--- src/rtl/shift_pkg.sv ---
// Shared widths and shift-op encodings for the shifter arbiter and its users.
package shift_pkg;

  localparam int unsigned DATA_W  = 32;
  localparam int unsigned SHAMT_W = 5;
  localparam int unsigned IDX_W   = 3;

  typedef struct packed {
    logic right;
    logic arith;
  } shift_op_t;

  localparam shift_op_t SHIFT_SLL = '{right: 1'b0, arith: 1'b0};
  localparam shift_op_t SHIFT_SRL = '{right: 1'b1, arith: 1'b0};
  localparam shift_op_t SHIFT_SRA = '{right: 1'b1, arith: 1'b1};

endpackage

--- src/rtl/rr_pick.sv ---
// Combinational round-robin picker: first eligible index at or after ptr, wrapping.
module rr_pick
  import shift_pkg::*;
#(
  parameter int unsigned NREQ = 2
) (
  input  logic [NREQ-1:0]  eligible,
  input  logic [IDX_W-1:0] ptr,
  output logic [NREQ-1:0]  grant,
  output logic [IDX_W-1:0] idx,
  output logic             any
);

  // Two passes: indices >= ptr first, then the wrapped-around ones below ptr.
  always_comb begin
    grant = '0;
    idx   = '0;
    any   = 1'b0;
    for (int i = 0; i < NREQ; i++) begin
      if (!any && (i >= int'(ptr)) && eligible[i]) begin
        grant[i] = 1'b1;
        idx      = IDX_W'(i);
        any      = 1'b1;
      end
    end
    for (int i = 0; i < NREQ; i++) begin
      if (!any && (i < int'(ptr)) && eligible[i]) begin
        grant[i] = 1'b1;
        idx      = IDX_W'(i);
        any      = 1'b1;
      end
    end
  end

endmodule

--- src/rtl/shift_arbiter.sv ---
// Round-robin sharing of one combinational barrel shifter among NREQ requesters,
// with a one-entry response buffer per requester.
module shift_arbiter
  import shift_pkg::*;
#(
  parameter int unsigned NREQ  = 2,
  parameter int unsigned TAG_W = 4
) (
  input  logic                    clk,
  input  logic                    rst,
  input  logic [NREQ-1:0]         req_valid,
  output logic [NREQ-1:0]         req_ready,
  input  logic [NREQ*DATA_W-1:0]  req_d,
  input  logic [NREQ*SHAMT_W-1:0] req_sa,
  input  logic [NREQ-1:0]         req_right,
  input  logic [NREQ-1:0]         req_arith,
  input  logic [NREQ*TAG_W-1:0]   req_tag,
  input  logic [NREQ-1:0]         flush,
  output logic [DATA_W-1:0]       sh_d,
  output logic [SHAMT_W-1:0]      sh_sa,
  output logic                    sh_right,
  output logic                    sh_arith,
  input  logic [DATA_W-1:0]       sh_res,
  output logic [NREQ-1:0]         resp_valid,
  input  logic [NREQ-1:0]         resp_ready,
  output logic [NREQ*DATA_W-1:0]  resp_data,
  output logic [NREQ*TAG_W-1:0]   resp_tag,
  output logic [IDX_W-1:0]        grant_idx
);

  logic [DATA_W-1:0]  d_arr   [NREQ];
  logic [SHAMT_W-1:0] sa_arr  [NREQ];
  logic [TAG_W-1:0]   tag_arr [NREQ];
  shift_op_t          op_arr  [NREQ];

  logic [NREQ-1:0]  eligible;
  logic [NREQ-1:0]  grant;
  logic [IDX_W-1:0] pick_idx;
  logic             pick_any;
  logic [IDX_W-1:0] rr_ptr_q;
  shift_op_t        sh_op;

  for (genvar gi = 0; gi < NREQ; gi++) begin : g_unpack
    assign d_arr[gi]   = req_d[gi*DATA_W +: DATA_W];
    assign sa_arr[gi]  = req_sa[gi*SHAMT_W +: SHAMT_W];
    assign tag_arr[gi] = req_tag[gi*TAG_W +: TAG_W];
    assign op_arr[gi]  = '{right: req_right[gi], arith: req_arith[gi]};
  end

  // A full slot being drained this cycle counts as free; reset masks all issue.
  assign eligible = req_valid & ~flush & (~resp_valid | resp_ready) & {NREQ{~rst}};

  rr_pick #(
    .NREQ(NREQ)
  ) u_pick (
    .eligible(eligible),
    .ptr     (rr_ptr_q),
    .grant   (grant),
    .idx     (pick_idx),
    .any     (pick_any)
  );

  assign req_ready = grant;
  assign grant_idx = pick_idx;

  // AND-OR mux keeps the shifter inputs at zero when nothing is granted.
  always_comb begin
    sh_d  = '0;
    sh_sa = '0;
    sh_op = SHIFT_SLL;
    for (int i = 0; i < NREQ; i++) begin
      if (grant[i]) begin
        sh_d  = sh_d | d_arr[i];
        sh_sa = sh_sa | sa_arr[i];
        sh_op = sh_op | op_arr[i];
      end
    end
  end

  assign sh_right = sh_op.right;
  assign sh_arith = sh_op.arith;

  always_ff @(posedge clk or posedge rst) begin
    if (rst) begin
      rr_ptr_q <= '0;
    end else if (pick_any) begin
      rr_ptr_q <= (pick_idx == IDX_W'(NREQ - 1)) ? '0 : pick_idx + IDX_W'(1);
    end
  end

  for (genvar gi = 0; gi < NREQ; gi++) begin : g_slot
    logic              valid_q;
    logic [DATA_W-1:0] data_q;
    logic [TAG_W-1:0]  tag_q;

    always_ff @(posedge clk or posedge rst) begin
      if (rst) begin
        valid_q <= 1'b0;
        data_q  <= '0;
        tag_q   <= '0;
      end else if (flush[gi]) begin
        valid_q <= 1'b0;
      end else if (grant[gi]) begin
        valid_q <= 1'b1;
        data_q  <= sh_res;
        tag_q   <= tag_arr[gi];
      end else if (resp_ready[gi] && valid_q) begin
        valid_q <= 1'b0;
      end
    end

    assign resp_valid[gi]                   = valid_q;
    assign resp_data[gi*DATA_W +: DATA_W]   = data_q;
    assign resp_tag[gi*TAG_W +: TAG_W]      = tag_q;
  end

endmodule

--- config.mk ---
export PLATFORM = sky130hd
export DESIGN_NAME = shift_arbiter
export DESIGN_NICKNAME = d
export VERILOG_FILES = /design/src/rtl/shift_pkg.sv /design/src/rtl/rr_pick.sv /design/src/rtl/shift_arbiter.sv
export SDC_FILE = /design/constraint.sdc
export NUM_CORES = 1
export LEC_CHECK = 0
export BUFFER_PORTS_ARGS = -buffer_cell sky130_fd_sc_hd__clkbuf_2
export CAP_MARGIN = 20
export CORE_MARGIN = 5
export CORE_UTILIZATION = 35
export DETAILED_ROUTE_END_ITERATION = 8
export GPL_ROUTABILITY_DRIVEN = 0
export HOLD_SLACK_MARGIN = 0.05
export PLACE_DENSITY = 0.81
export REMOVE_ABC_BUFFERS = 1
export SETUP_SLACK_MARGIN = 0.4
export SYNTH_ARGS = -nofsm -noshare
export SYNTH_HDL_FRONTEND = slang
export SYNTH_SLANG_ARGS = --single-unit
--- constraint.sdc ---
create_clock -name clk -period 2.2 [get_ports clk]
set_input_delay 0.44 -clock clk [delete_from_list [all_inputs] [get_ports clk]]
set_output_delay 0.44 -clock clk [all_outputs]
set_load 0.05 [all_outputs]
==> flow_summary.yaml <==
sta:
  finalHoldViolations: 0
  drv_slew: 0
  setup_ws_ps: -222.6
  finalSetupTns_ps: -8452
  period_share: 1.101
  maxSlewHeadroom: 0.5609
  final-setup-viol-count: 42
  min_period_ps: 2423
  worst-slew-pin-transition_ps: 658.7
  grt_setup_unrepaired: "true"
  max_freq_mhz: 412.8
  final.setup_skew_ps: 14.45
floorplan:
  fp.dieW_um: 107.9
  die-area_sq_mm: 0.01165
  core_area_sq_mm: 0.009284
  chipHeight_um: 107.9
  top_level_ports: 244
  row_count: 35
  start_util: 0.3616
detailed_routing:
  drc_errors: 0
  drt_pass1_iterations: 4
  vias_per_cell: 4.937
  drtIter0Drc: 89
  avgRoutedWirePerCell_um: 22.62
  postRouteAntennaNets: 0
  wl_um: 14640
  vias: 3194
synthesis:
  yosysSeqAreaShare: 0.5591
  synth.most_common_cell: "dfrtp_1"
  synth_common_cells: "75 x dfrtp_1, 54 x mux2_2, 39 x a22o_1"
  synth-edff-count: 0
  synthAdderAreaFrac: 0
  synth_top_family_by_area: "multiplexers"
  yosysTopAreaCell: "dfrtp_1"
  yosysWarnings: 0
  netlist_instances: 225
  netlist_area_sq_mm: 0.003357
  synth-seq-cells: 75
  synth_compound_area_frac: 0.1092
  yosys.area_share.simple: 0.01901
  synth_xor_area_frac: 0
  synth.distinct_cells: 21
  yosysTopAreaCellShare: 0.5591
  synth_ff_type: "dfrtp_1"
  yosys-top-cells-area: "dfrtp_1 56%, mux2_2 18%, a22o_1 10%, mux2_4 8.1%, buf_4 1.6%"
  synthMuxAreaShare: 0.2616
  avgSynthCellArea_sq_um: 14.92
  synthArstFlopShare: 1.000
critical_path:
  endpoint: "sh_d[3]"
  crit_start: "g_slot[1].valid_q"
  critPathArrivalTime_ps: 1980
  cp.required_ps: 1760
  cp_max_fo: 5
  r2r-end: "g_slot[1].data_q[24]"
  r2r_slack_ps: 80
  r2r_cells: 9
  critPathLaunchType: "flop"
  path_class: "reg -> out"
  worstSetupEndpointType: "output port"
  r2r-start: "g_slot[0].valid_q"
final_layout:
  drive_gt1_frac: 0.8205
  fin_cells: 647
  areaGrowthSynthToFinish_pct: 99.78
  post-route-cell-area_sq_mm: 0.006706
  num_antenna_cells: 0
  final_nets: 640
power_and_ir_drop:
  powerDensity_mw_per_mm2: 828.1
  vdd_drop_max_mv: 0.5236
  power.leakage_nw: 3.497
clocking:
  cts.path.max_buffers: 2
  cts.sinks: 75
  root_buffer: "clkbuf_8"
  cts_made_buffers: 9
  cts_tree: "built"
  clkTransAtPathRegs_ps: 80
  clock_latency_ps: 340
  htree_levels: 3
placement:
  dp.cells: 594
  dp_hpwl_um: 9225
  pre_cts_slack_ps: -89.56
  placed_area_sq_mm: 0.005338
  port_buffers: 241
grt:
  grt_pass1_vias: 3557
  antenna_found_initial: 0
  grt_usage: 0.2300
  grt_pass1_wl_um: 20290
  grt_overflow: 0
  grt_max_degree: 54
min_path:
  min_path_type: "in -> reg"
status:
  violations: "setup timing"
  status: "finished with violations"
run:
  drv_cap: 0
## final cells by class
cell class | instances | area [sq um]
sequential | 75 | 1877
tap | 129 | 161.4
inverter | 5 | 38.79
clock inverter | 4 | 51.30
clock buffer | 11 | 141.4
timing repair buffer | 298 | 2660
fill | 611 | 2577
multi-input combinational | 125 | 1777
## power by group
group,switching (W),leakage [nW],total (W),internal (W)
Sequential,0.000184,0.893,0.00186,0.00168
Clock,0.000482,0.0954,0.00103,0.000549
Combinational,0.00171,2.51,0.00266,0.000950
Total,0.00237,3.50,0.00555,0.00318
## worst min-delay path by stage
stage / start / depth (start not counted) / endpoint / slack [ps]
2_1_floorplan: flush[1] / 1 / g_slot[1].valid_q / 500
3_3_place_gp: g_slot[1].tag_q[2] / 1 / g_slot[1].tag_q[2] / 490
3_5_place_dp: g_slot[1].tag_q[2] / 1 / g_slot[1].tag_q[2] / 500
4_1_cts: flush[1] / 2 / g_slot[1].valid_q / 250
5_1_grt: flush[1] / 2 / g_slot[1].valid_q / 260
6_report: flush[1] / 2 / g_slot[1].valid_q / 280
## registers in the layout (all words and copies together) (netlist names)
register	count
rr_ptr_q	1
g_slot.data_q	64
g_slot.valid_q	2
g_slot.tag_q	8
## critical path: stages (launching register included)
cell and delay, ps:
dfrtp_1 390, nand2b_1 110, nand3b_1 110, buf_4 160, o21a_4 200, buf_12 140
clkbuf_16 160, a22o_4 220, buf_12 150
## logic make-up after synthesis
kind of cell | Yosys count
flops | 75
other cells | 1
buf+inv | 26
mux | 72
compound gates | 43
simple gates | 8
## repair_timing
action / 4_1_cts / 5_1_grt
endpoints found under the setup margin: 106 / 107
resized for setup: 99 / 25
setup buffers: 11 / 13
hold buffers: 0 / 0
pin swaps: 8 / 5
cloned: 7 / 7
## stage by stage
step             util  power, W  hold slack [ps]
5_1_grt        0.7224  0.005771            263.7
3_5_place_dp   0.5749  0.004236            495.2
4_1_cts        0.6795  0.005493            245.6
3_3_place_gp   0.5749  0.004183            488.9
2_1_floorplan       -  0.003475            503.1
6_report       0.7224  0.005554            280.4
## placed cells by master (no fill, tap or decap), types with 2 or more instances in the layout
master	netlist	routed
a22o_4	0	33
mux2_2	54	17
clkbuf_2	0	199
clkbuf_16	0	6
buf_4	7	21
conb_1	1	2
clkbuf_8	0	10
buf_12	0	47
dfrtp_1	75	75
buf_6	4	14
nand2b_1	3	3
a22o_1	39	6
buf_16	0	6
mux2_4	18	55
inv_1	4	2
buf_8	0	4
## metal layers
metal | vias to the layer above | GRT usage | wire, um
met5 | - | 0 | 0
met4 | 0 | 0.1037 | 675
met3 | 45 | 0.08000 | 1145
met2 | 166 | 0.4409 | 7891
met1 | 1576 | 0.2179 | 4924
li1 | 1407 | - | -
Note: power is estimated with default switching activity, not from simulation.
